$ cat src/rtl/tis_ctrl_pkg.sv
// ----------------------------------------------------------------------------
// tis_ctrl_pkg
// Shared encodings for the TIS-100 node execution controller:
//   - instruction type codes (instrType)
//   - source/destination selector codes (src_sel / dst_sel)
//   - controller FSM states
//   - operand-select, ALU and jump-condition encodings
//   - decoded control bundle carried from DECODE to COMMIT
//   - port_mask(): selector -> neighbour-port request mask
// ----------------------------------------------------------------------------
package tis_ctrl_pkg;

   localparam int unsigned NUM_PORTS_C = 4;

   typedef enum logic [4:0] {
      INSTR_NOP = 5'd0,
      INSTR_MOV = 5'd1,
      INSTR_SWP = 5'd2,
      INSTR_SAV = 5'd3,
      INSTR_ADD = 5'd4,
      INSTR_SUB = 5'd5,
      INSTR_NEG = 5'd6,
      INSTR_JMP = 5'd7,
      INSTR_JEZ = 5'd8,
      INSTR_JNZ = 5'd9,
      INSTR_JGZ = 5'd10,
      INSTR_JLZ = 5'd11,
      INSTR_JRO = 5'd12,
      INSTR_HCF = 5'd13
   } instr_e;

   typedef enum logic [2:0] {
      SEL_NIL   = 3'd0,
      SEL_ACC   = 3'd1,
      SEL_IMM   = 3'd2,
      SEL_UP    = 3'd3,
      SEL_RIGHT = 3'd4,
      SEL_DOWN  = 3'd5,
      SEL_LEFT  = 3'd6,
      SEL_ANY   = 3'd7
   } sel_e;

   typedef enum logic [1:0] {
      ST_DECODE  = 2'd0,
      ST_RD_WAIT = 2'd1,
      ST_WR_WAIT = 2'd2,
      ST_COMMIT  = 2'd3
   } state_e;

   typedef enum logic [1:0] {
      OPA_ACC  = 2'b00,
      OPA_IMM  = 2'b01,
      OPA_PORT = 2'b10,
      OPA_NIL  = 2'b11
   } opa_e;

   typedef enum logic [1:0] {
      ALU_PASS = 2'b00,
      ALU_ADD  = 2'b01,
      ALU_SUB  = 2'b10,
      ALU_NEG  = 2'b11
   } alu_e;

   typedef enum logic [1:0] {
      JC_EZ = 2'b00,
      JC_NZ = 2'b01,
      JC_GZ = 2'b10,
      JC_LZ = 2'b11
   } jcond_e;

   // Everything the instruction needs, captured once in DECODE.
   // rd_mask/wr_mask are the neighbour ports the instruction may read from
   // or write to (all four for ANY, none for non-port operands).
   typedef struct packed {
      logic                   swp_active;
      opa_e                   swpin_a;
      logic                   swpin_b;
      logic                   en_bak;
      alu_e                   alu;
      logic                   jmp;
      jcond_e                 jcond;
      logic [NUM_PORTS_C-1:0] rd_mask;
      logic [NUM_PORTS_C-1:0] wr_mask;
   } ctrl_t;

   function automatic logic [NUM_PORTS_C-1:0] port_mask(input logic [2:0] sel);
      logic [NUM_PORTS_C-1:0] m;
      m = '0;
      case (sel)
         SEL_UP:    m = 4'b0001;
         SEL_RIGHT: m = 4'b0010;
         SEL_DOWN:  m = 4'b0100;
         SEL_LEFT:  m = 4'b1000;
         SEL_ANY:   m = 4'b1111;
         default:   m = 4'b0000;
      endcase
      return m;
   endfunction

endpackage

$ cat src/rtl/port_prio_arb.sv
// ----------------------------------------------------------------------------
// port_prio_arb
// Fixed-priority arbiter over the four neighbour ports, UP (index 0) highest.
// Used both for picking the read source and the write destination.
// Ports:
//   req_i [3:0]  per-port request
//   gnt_o [3:0]  one-hot grant (zero when no request)
//   idx_o [1:0]  index of the granted port (0 when no request)
//   any_o        at least one request present
// ----------------------------------------------------------------------------
module port_prio_arb
   import tis_ctrl_pkg::*;
(
   input  logic [NUM_PORTS_C-1:0] req_i,
   output logic [NUM_PORTS_C-1:0] gnt_o,
   output logic [1:0]             idx_o,
   output logic                   any_o
);

   always_comb begin
      gnt_o = '0;
      idx_o = 2'd0;
      any_o = |req_i;
      if (req_i[0]) begin
         gnt_o = 4'b0001;
         idx_o = 2'd0;
      end else if (req_i[1]) begin
         gnt_o = 4'b0010;
         idx_o = 2'd1;
      end else if (req_i[2]) begin
         gnt_o = 4'b0100;
         idx_o = 2'd2;
      end else if (req_i[3]) begin
         gnt_o = 4'b1000;
         idx_o = 2'd3;
      end
   end

endmodule

$ cat src/rtl/node_exec_ctrl.sv
// ----------------------------------------------------------------------------
// node_exec_ctrl
// Per-node sequencer of the TIS-100 execution path. Decodes the instruction
// into data_path/jmp_path controls, blocks on neighbour reads/writes and
// issues a one-cycle commit strobe.
//
// Optional feature: define NODE_EXEC_CTRL_DEADLOCK_EN to enable the deadlock
// watchdog (8-bit wait-run counter, sticky `deadlock` flag). Without it
// `deadlock` is tied to 0.
//
// Ports:
//   clk, reset            clock, synchronous active-high reset
//   run                   permit starting the next instruction
//   instrType/src_sel/dst_sel  current instruction
//   port_in_valid/port_in_ack     neighbour read handshake
//   port_out_valid/port_out_ready neighbour write handshake
//   port_sel              index of the port won by the current read/write
//   SwpActiveReg, SwpinA, SwpinB, enBak, ALUdesk  data_path controls
//   jmpInstr, jmpCond     jmp_path controls
//   exec_en               one-cycle commit strobe
//   stall, stall_cnt      wait indication and saturating stall-cycle count
//   deadlock              sticky deadlock flag
//   dbg_state_o           current FSM state (tis_ctrl_pkg::state_e)
//
// Handshakes: a transfer happens in a cycle where both sides agree. For reads
// the neighbour holds port_in_valid; we answer with a one-hot port_in_ack in
// the same cycle (Mealy) and the data is taken on that edge. For writes we
// hold port_out_valid until some selected neighbour raises port_out_ready;
// the lowest-index ready port takes the word and valid drops the next cycle.
// NUM_PORTS must stay 4 (fixed UP/RIGHT/DOWN/LEFT topology).
// ----------------------------------------------------------------------------
module node_exec_ctrl
   import tis_ctrl_pkg::*;
#(
   parameter int unsigned NUM_PORTS = 4,
   parameter int unsigned STALL_W   = 16
`ifdef NODE_EXEC_CTRL_DEADLOCK_EN
   ,
   // Legal range 1..255 (the wait-run counter is 8 bits wide).
   parameter int unsigned DEADLOCK_CYCLES = 255
`endif
) (
   input  logic                 clk,
   input  logic                 reset,
   input  logic                 run,
   input  logic [4:0]           instrType,
   input  logic [2:0]           src_sel,
   input  logic [2:0]           dst_sel,
   input  logic [NUM_PORTS-1:0] port_in_valid,
   output logic [NUM_PORTS-1:0] port_in_ack,
   input  logic [NUM_PORTS-1:0] port_out_ready,
   output logic [NUM_PORTS-1:0] port_out_valid,
   output logic [1:0]           port_sel,
   output logic                 SwpActiveReg,
   output logic [1:0]           SwpinA,
   output logic                 SwpinB,
   output logic                 enBak,
   output logic [1:0]           ALUdesk,
   output logic                 jmpInstr,
   output logic [1:0]           jmpCond,
   output logic                 exec_en,
   output logic                 stall,
   output logic [STALL_W-1:0]   stall_cnt,
   output logic                 deadlock,
   output logic [1:0]           dbg_state_o
);

   state_e               state_q, state_d;
   ctrl_t                ctrl_q, ctrl_d, dec;
   logic [1:0]           sel_q, sel_d, sel_out;
   logic [NUM_PORTS-1:0] ack_c, oval_c;
   logic                 exec_c;
   logic                 reads_src;
   logic                 in_wait;
   logic [STALL_W-1:0]   stall_cnt_q, stall_cnt_d;
   logic [NUM_PORTS-1:0] arb_req, arb_gnt;
   logic [1:0]           arb_idx;
   logic                 arb_any;

   // ---------------- instruction decode (combinational) ----------------
   always_comb begin : decode_c
      dec       = '0;
      reads_src = 1'b0;
      case (instrType)
         INSTR_MOV: begin
            reads_src   = 1'b1;
            dec.wr_mask = port_mask(dst_sel);   // IMM destination maps to no port
         end
         INSTR_SWP: begin
            dec.swpin_b    = 1'b1;
            dec.swp_active = 1'b1;
            dec.en_bak     = 1'b1;
         end
         INSTR_SAV: begin
            dec.swpin_b = 1'b1;
            dec.en_bak  = 1'b1;
         end
         INSTR_ADD: begin
            reads_src = 1'b1;
            dec.alu   = ALU_ADD;
         end
         INSTR_SUB: begin
            reads_src = 1'b1;
            dec.alu   = ALU_SUB;
         end
         INSTR_NEG: dec.alu = ALU_NEG;
         INSTR_JMP: dec.jmp = 1'b1;
         INSTR_JEZ: begin
            dec.jmp   = 1'b1;
            dec.jcond = JC_EZ;
         end
         INSTR_JNZ: begin
            dec.jmp   = 1'b1;
            dec.jcond = JC_NZ;
         end
         INSTR_JGZ: begin
            dec.jmp   = 1'b1;
            dec.jcond = JC_GZ;
         end
         INSTR_JLZ: begin
            dec.jmp   = 1'b1;
            dec.jcond = JC_LZ;
         end
         INSTR_JRO: begin
            reads_src = 1'b1;
            dec.jmp   = 1'b1;
         end
         default: ;   // NOP, HCF and undefined codes do nothing
      endcase
      // Only source-consuming instructions select an operand or read a port.
      if (reads_src) begin
         dec.rd_mask = port_mask(src_sel);
         case (src_sel)
            SEL_NIL: dec.swpin_a = OPA_NIL;
            SEL_ACC: dec.swpin_a = OPA_ACC;
            SEL_IMM: dec.swpin_a = OPA_IMM;
            default: dec.swpin_a = OPA_PORT;
         endcase
      end
   end

   // ---------------- port arbitration ----------------
   // Only one of read/write is ever in flight, so one arbiter serves both.
   always_comb begin
      arb_req = '0;
      if (state_q == ST_RD_WAIT) begin
         arb_req = port_in_valid & ctrl_q.rd_mask;
      end else if (state_q == ST_WR_WAIT) begin
         arb_req = port_out_ready & ctrl_q.wr_mask;
      end
   end

   port_prio_arb u_arb (
      .req_i (arb_req),
      .gnt_o (arb_gnt),
      .idx_o (arb_idx),
      .any_o (arb_any)
   );

   // ---------------- FSM next state / outputs ----------------
   always_comb begin : fsm_c
      state_d = state_q;
      ctrl_d  = ctrl_q;
      sel_d   = sel_q;
      sel_out = sel_q;
      ack_c   = '0;
      oval_c  = '0;
      exec_c  = 1'b0;
      case (state_q)
         ST_DECODE: begin
            if (run) begin
               ctrl_d = dec;
               if (|dec.rd_mask) begin
                  state_d = ST_RD_WAIT;
               end else if (|dec.wr_mask) begin
                  state_d = ST_WR_WAIT;
               end else begin
                  state_d = ST_COMMIT;
               end
            end
         end
         ST_RD_WAIT: begin
            if (arb_any) begin
               ack_c   = arb_gnt;
               sel_out = arb_idx;
               sel_d   = arb_idx;
               state_d = (|ctrl_q.wr_mask) ? ST_WR_WAIT : ST_COMMIT;
            end
         end
         ST_WR_WAIT: begin
            oval_c = ctrl_q.wr_mask;
            if (arb_any) begin
               sel_out = arb_idx;
               sel_d   = arb_idx;
               state_d = ST_COMMIT;
            end
         end
         ST_COMMIT: begin
            exec_c  = 1'b1;
            state_d = ST_DECODE;
         end
         default: state_d = ST_DECODE;
      endcase
   end

   assign in_wait = (state_q == ST_RD_WAIT) || (state_q == ST_WR_WAIT);

   always_comb begin
      stall_cnt_d = stall_cnt_q;
      if (in_wait && (stall_cnt_q != '1)) begin
         stall_cnt_d = stall_cnt_q + STALL_W'(1);
      end
   end

   always_ff @(posedge clk) begin
      if (reset) begin
         state_q     <= ST_DECODE;
         ctrl_q      <= '0;
         sel_q       <= 2'd0;
         stall_cnt_q <= '0;
      end else begin
         state_q     <= state_d;
         ctrl_q      <= ctrl_d;
         sel_q       <= sel_d;
         stall_cnt_q <= stall_cnt_d;
      end
   end

   // ---------------- deadlock watchdog ----------------
`ifdef NODE_EXEC_CTRL_DEADLOCK_EN
   localparam logic [7:0] DL_LIMIT = 8'(DEADLOCK_CYCLES);

   logic [7:0] wait_run_q, wait_run_d;
   logic       deadlock_q, deadlock_d;

   // Counts consecutive cycles spent in the same wait state; any exit
   // (RD->WR, ->COMMIT) restarts it. Saturates so it never wraps past the limit.
   always_comb begin
      wait_run_d = '0;
      if (in_wait && (state_d == state_q)) begin
         wait_run_d = (wait_run_q == 8'hFF) ? wait_run_q : wait_run_q + 8'd1;
      end
      deadlock_d = deadlock_q | (wait_run_d == DL_LIMIT);
   end

   always_ff @(posedge clk) begin
      if (reset) begin
         wait_run_q <= '0;
         deadlock_q <= 1'b0;
      end else begin
         wait_run_q <= wait_run_d;
         deadlock_q <= deadlock_d;
      end
   end

   assign deadlock = deadlock_q;
`else
   assign deadlock = 1'b0;
`endif

   // ---------------- outputs ----------------
   // Handshake and strobe outputs are killed combinationally by reset so a
   // reset mid-wait drops them in the same cycle.
   assign port_in_ack    = reset ? '0 : ack_c;
   assign port_out_valid = reset ? '0 : oval_c;
   assign exec_en        = ~reset & exec_c;
   assign stall          = ~reset & in_wait;
   assign port_sel       = reset ? sel_q : sel_out;

   assign SwpActiveReg = ctrl_q.swp_active;
   assign SwpinA       = ctrl_q.swpin_a;
   assign SwpinB       = ctrl_q.swpin_b;
   assign enBak        = ctrl_q.en_bak;
   assign ALUdesk      = ctrl_q.alu;
   assign jmpInstr     = ctrl_q.jmp;
   assign jmpCond      = ctrl_q.jcond;
   assign stall_cnt    = stall_cnt_q;
   assign dbg_state_o  = state_q;

endmodule

$ cat config.mk
export PLATFORM = sky130hd
export DESIGN_NAME = node_exec_ctrl
export DESIGN_NICKNAME = d
export VERILOG_FILES = /design/src/rtl/tis_ctrl_pkg.sv /design/src/rtl/port_prio_arb.sv /design/src/rtl/node_exec_ctrl.sv
export SDC_FILE = /design/constraint.sdc
export NUM_CORES = 1
export LEC_CHECK = 0
export CAP_MARGIN = 20
export CORE_MARGIN = 2
export CORE_UTILIZATION = 47
export DETAILED_ROUTE_END_ITERATION = 10
export PLACE_DENSITY = 0.82
export SYNTH_ARGS = -nofsm -noshare
export SYNTH_HDL_FRONTEND = slang
export SYNTH_SLANG_ARGS = --single-unit
$ cat constraint.sdc
create_clock -name clk -period 2.86 [get_ports clk]
set_clock_uncertainty 0.05 [all_clocks]
set_input_delay 0.858 -clock clk [delete_from_list [all_inputs] [get_ports clk]]
set_output_delay 0.858 -clock clk [all_outputs]
set_load 0.05 [all_outputs]
==> impl_results.md <==
- P_sw: 0.000615 W
- DP HPWL: 3.93 mm
- Pin slew with the least headroom to its limit: ~0.63 ns
- Final period utilization: 0.987
- Cells after synthesis: about 260
- Int Pwr: about 0.001 W
- FP Rows: 24
- Syn. warnings: 0
- Via density: approximately 5.5
- Synthesized area per cell: approximately 8.2 sq um
- Max-slew headroom: 0.579
- Via count: about 2100
- Die height: approximately 71 um
- Area after DPL: about 0.0029 sq mm
- Clock root buffer: clkbuf_8
- Detailed Route WL: 5.43 mm
- Gr ovfl total: 0
- Highest routed layer: met4
- VDD IR max: 0.327 mV
- Hold EP: jmpCond[1]
- Final setup viols: 0
- Setup_tns: 0 ns
- Die Width: ~71 um
- Worst r2r dst: stall_cnt[9]
- Routed len/inst: 14.2 um
- Max Root-Sink Buffers: 2
- Crit path DAT: approximately 1.9 ns
- Number of flops mapped to enable cells by yosys: 0
- DRT met1 WL: roughly 2.3 mm
- Switching Fraction: 0.383
- Fin. Hold Viols: 0
- Worst Hold Launch: jmpCond[1]
- Clock power share: 0.207
- Pin count of the biggest net entering global routing: 22
- Slew Viols, Final: 0
- Seq pwr share: 0.366
- All-layer global routing usage: 0.218
- First-pass GRT wire length: slightly below 9 mm
- Ys flop type: dfxtp_1
- Hold/Removal Path Class: flop to flop
- Number of global-route vias before repair: approximately 1900
- H-tree depth: 2
- Area grow syn2layout: 48.7%
- TritonRoute pass-1 iters: 4
- Max Fclk: roughly 350 MHz
- # nets final: 359
- Critical path launch point type: input pin
- Wire length on met2: 2.70 mm
- # IOs: 63
- RePlAce Congestion: just over 0.8
- Status: completed
- Total die area: 0.00501 sq mm
- Num Clock Sinks: 37
- FF-to-FF Start: dbg_state_o[0]
- Share of layout cells above drive strength 1: 0.255
- Total of max-cap violations: 0
- Register area share after synthesis: 0.353
- Clock slew seen by the registers of the worst setup and hold paths: ~0.070 ns
- Hold-fix buffers, CTS: 0
- Inserted Clock Buffers: 5
- Initial Util: 0.485
- Unique masters post-synth: 48
- ANT cells: 0
- Antenna Nets Post-Route: 0
- Clk_lat worst skew: a little under 0.3 ns
- R2r worst-path depth: 8
- Leading cell types in the layout, fill and taps excluded: 40 x clkdlybuf4s50_1, 35 x dfxtp_1, 34 x nand2_1, 28 x buf_4, 22 x a21oi_1
- I/O Buffers: 61
- Static leakage: around 1.2 nW
- Most common cell after layout, fill and taps aside: clkdlybuf4s50_1
- Initial antenna violation count: 0
- Reg2reg setup slack: around 0.69 ns
- Final instance area: 0.00312 sq mm
- Residual DRC count: 0
- Crit path required time: 1.95 ns
- Async SR Flop Fraction: 0
- CTS tree: done
- RSZ-0062 raised after global routing: yes
- Core Util, Final: 0.721
- CORE AREA: 0.00432 sq mm
- CP max FO: 3
- Synth Cell Area: roughly 0.0021 sq mm
- Crit Path Class: input pin to primary output
- Critical Path Sink Type: primary output
- Fin crit period: ~2.8 ns
- Routed length on met3: between 300 and 400 um
- Synthesized net count: 285
- FF+latch count, synth: 37
- Cell count of the worst hold path: 2
- Power density over the cells: 514 mW/mm^2
- Comb power frac: 0.427
- DRT iter0 DRCs: roughly 110
[registers in the layout (all words and copies together), names as in the netlist]
register      flops
sel_q             2
stall_cnt        16
jmpCond           2
SwpActiveReg      1
SwpinA            2
ctrl_q            8
ALUdesk           2
jmpInstr          1
dbg_state_o       2
SwpinB            1
[logic make-up (layout without fill, tap and decap cells)]
| logic type | after synthesis | in the layout | share of synthesized area |
|---|---|---|---|
| and+or+nand+nor | 118 | 118 | 0.303 |
| AOI/OAI and AO/OA | 48 | 48 | 0.156 |
| DFF | 37 | 37 | 0.353 |
| buffers and inverters | 29 | 102 | 0.0698 |
| xor gates and xnor gates | 11 | 11 | 0.0459 |
| muxes | 7 | 7 | 0.0352 |
| adders and majority gates | 6 | 6 | 0.0358 |
| other | 1 | 1 | 0.00179 |
[critical path, stage by stage]
cell and delay (ns):
clkdlybuf4s15_1 0.18, nand2_2 0.07, mux2_4 0.28, nand4_1 0.09, nand2_1 0.06, a21o_2 0.23
buf_12 0.15
[power by group through the flow]
stage / Combinational [W] / Sequential (W) / Clock [W]
floorplan: 0.000350 / 0.000661 / 0
global placement: 0.000614 / 0.000587 / 0
detailed placement: 0.000621 / 0.000588 / 0
CTS: 0.000637 / 0.000577 / 0.000338
global route: 0.000737 / 0.000592 / 0.000353
finish: 0.000685 / 0.000587 / 0.000332
[timing repair]
item	in CTS	in global routing
setup endpoints to repair	11	4
hold endpoints to repair	0	0
buffers inserted	3	5
resized for setup	22	22
pin swaps	9	6
[cell usage after synthesis (2+ instances only)]
cell | n | share of area
xnor2_1 | 9 | 0.038
mux2i_1 | 4 | 0.019
nand4_1 | 13 | 0.039
nor3b_1 | 2 | 0.0072
buf_4 | 9 | 0.032
a211oi_1 | 3 | 0.011
ha_1 | 6 | 0.036
a21o_1 | 2 | 0.0072
nor2_1 | 22 | 0.039
and4b_1 | 2 | 0.0095
nor2b_1 | 2 | 0.0060
a21oi_1 | 25 | 0.060
or3_1 | 3 | 0.0090
clkbuf_1 | 7 | 0.013
o21ai_1 | 2 | 0.0048
a22oi_1 | 3 | 0.011
nand2b_1 | 2 | 0.0060
and2_1 | 6 | 0.018
mux2_2 | 3 | 0.016
inv_1 | 9 | 0.016
nor3_1 | 12 | 0.029
dfxtp_1 | 37 | 0.35
o211ai_1 | 2 | 0.0072
nand3_1 | 9 | 0.021
nand2_1 | 36 | 0.064
xor2_1 | 2 | 0.0084
o21ai_0 | 2 | 0.0048
buf_2 | 3 | 0.0072
[through the flow]
step	hold slack (ns)	setup slack, ns	std cells	power (W)
after floorplan	0.382	-0.0960	257	0.00101
after global placement	0.392	-0.276	368	0.00120
after detailed placement	0.396	-0.307	368	0.00121
after CTS	0.404	-0.0597	377	0.00155
after global routing	0.430	-0.0304	382	0.00168
final	0.402	0.0374	382	0.00160
[layout make-up]
cell class | count | area [sq um]
clock buffers | 5 | 68.8
multi-input cells | 191 | 1340
fillers | 324 | 1210
flip-flops and latches | 37 | 748
clock inverters | 1 | 5.00
well taps | 52 | 65.1
inverters | 9 | 36.3
repair buffers | 87 | 860
[worst max path at each step]
| stage | from | end | slack, ns | depth (start not counted) |
|---|---|---|---|---|
| global placement | port_out_ready[2] | port_sel[0] | -0.28 | 7 |
| detailed placement | port_out_ready[3] | port_sel[0] | -0.31 | 7 |
| floorplan | dbg_state_o[0] | port_sel[1] | -0.1 | 7 |
| CTS | dbg_state_o[1] | port_sel[0] | -0.06 | 8 |
| global route | dbg_state_o[1] | port_sel[0] | -0.03 | 8 |
| finish | port_in_valid[1] | port_sel[0] | 0.04 | 7 |
[metal layers]
metal | GRT usage | vias up
met5 | 0 | -
met2 | 0.369 | 77
met3 | 0.0427 | 11
met1 | 0.277 | 975
met4 | 0.0755 | 0
li1 | - | 1047
Note: power is estimated with default switching activity, not from simulation.
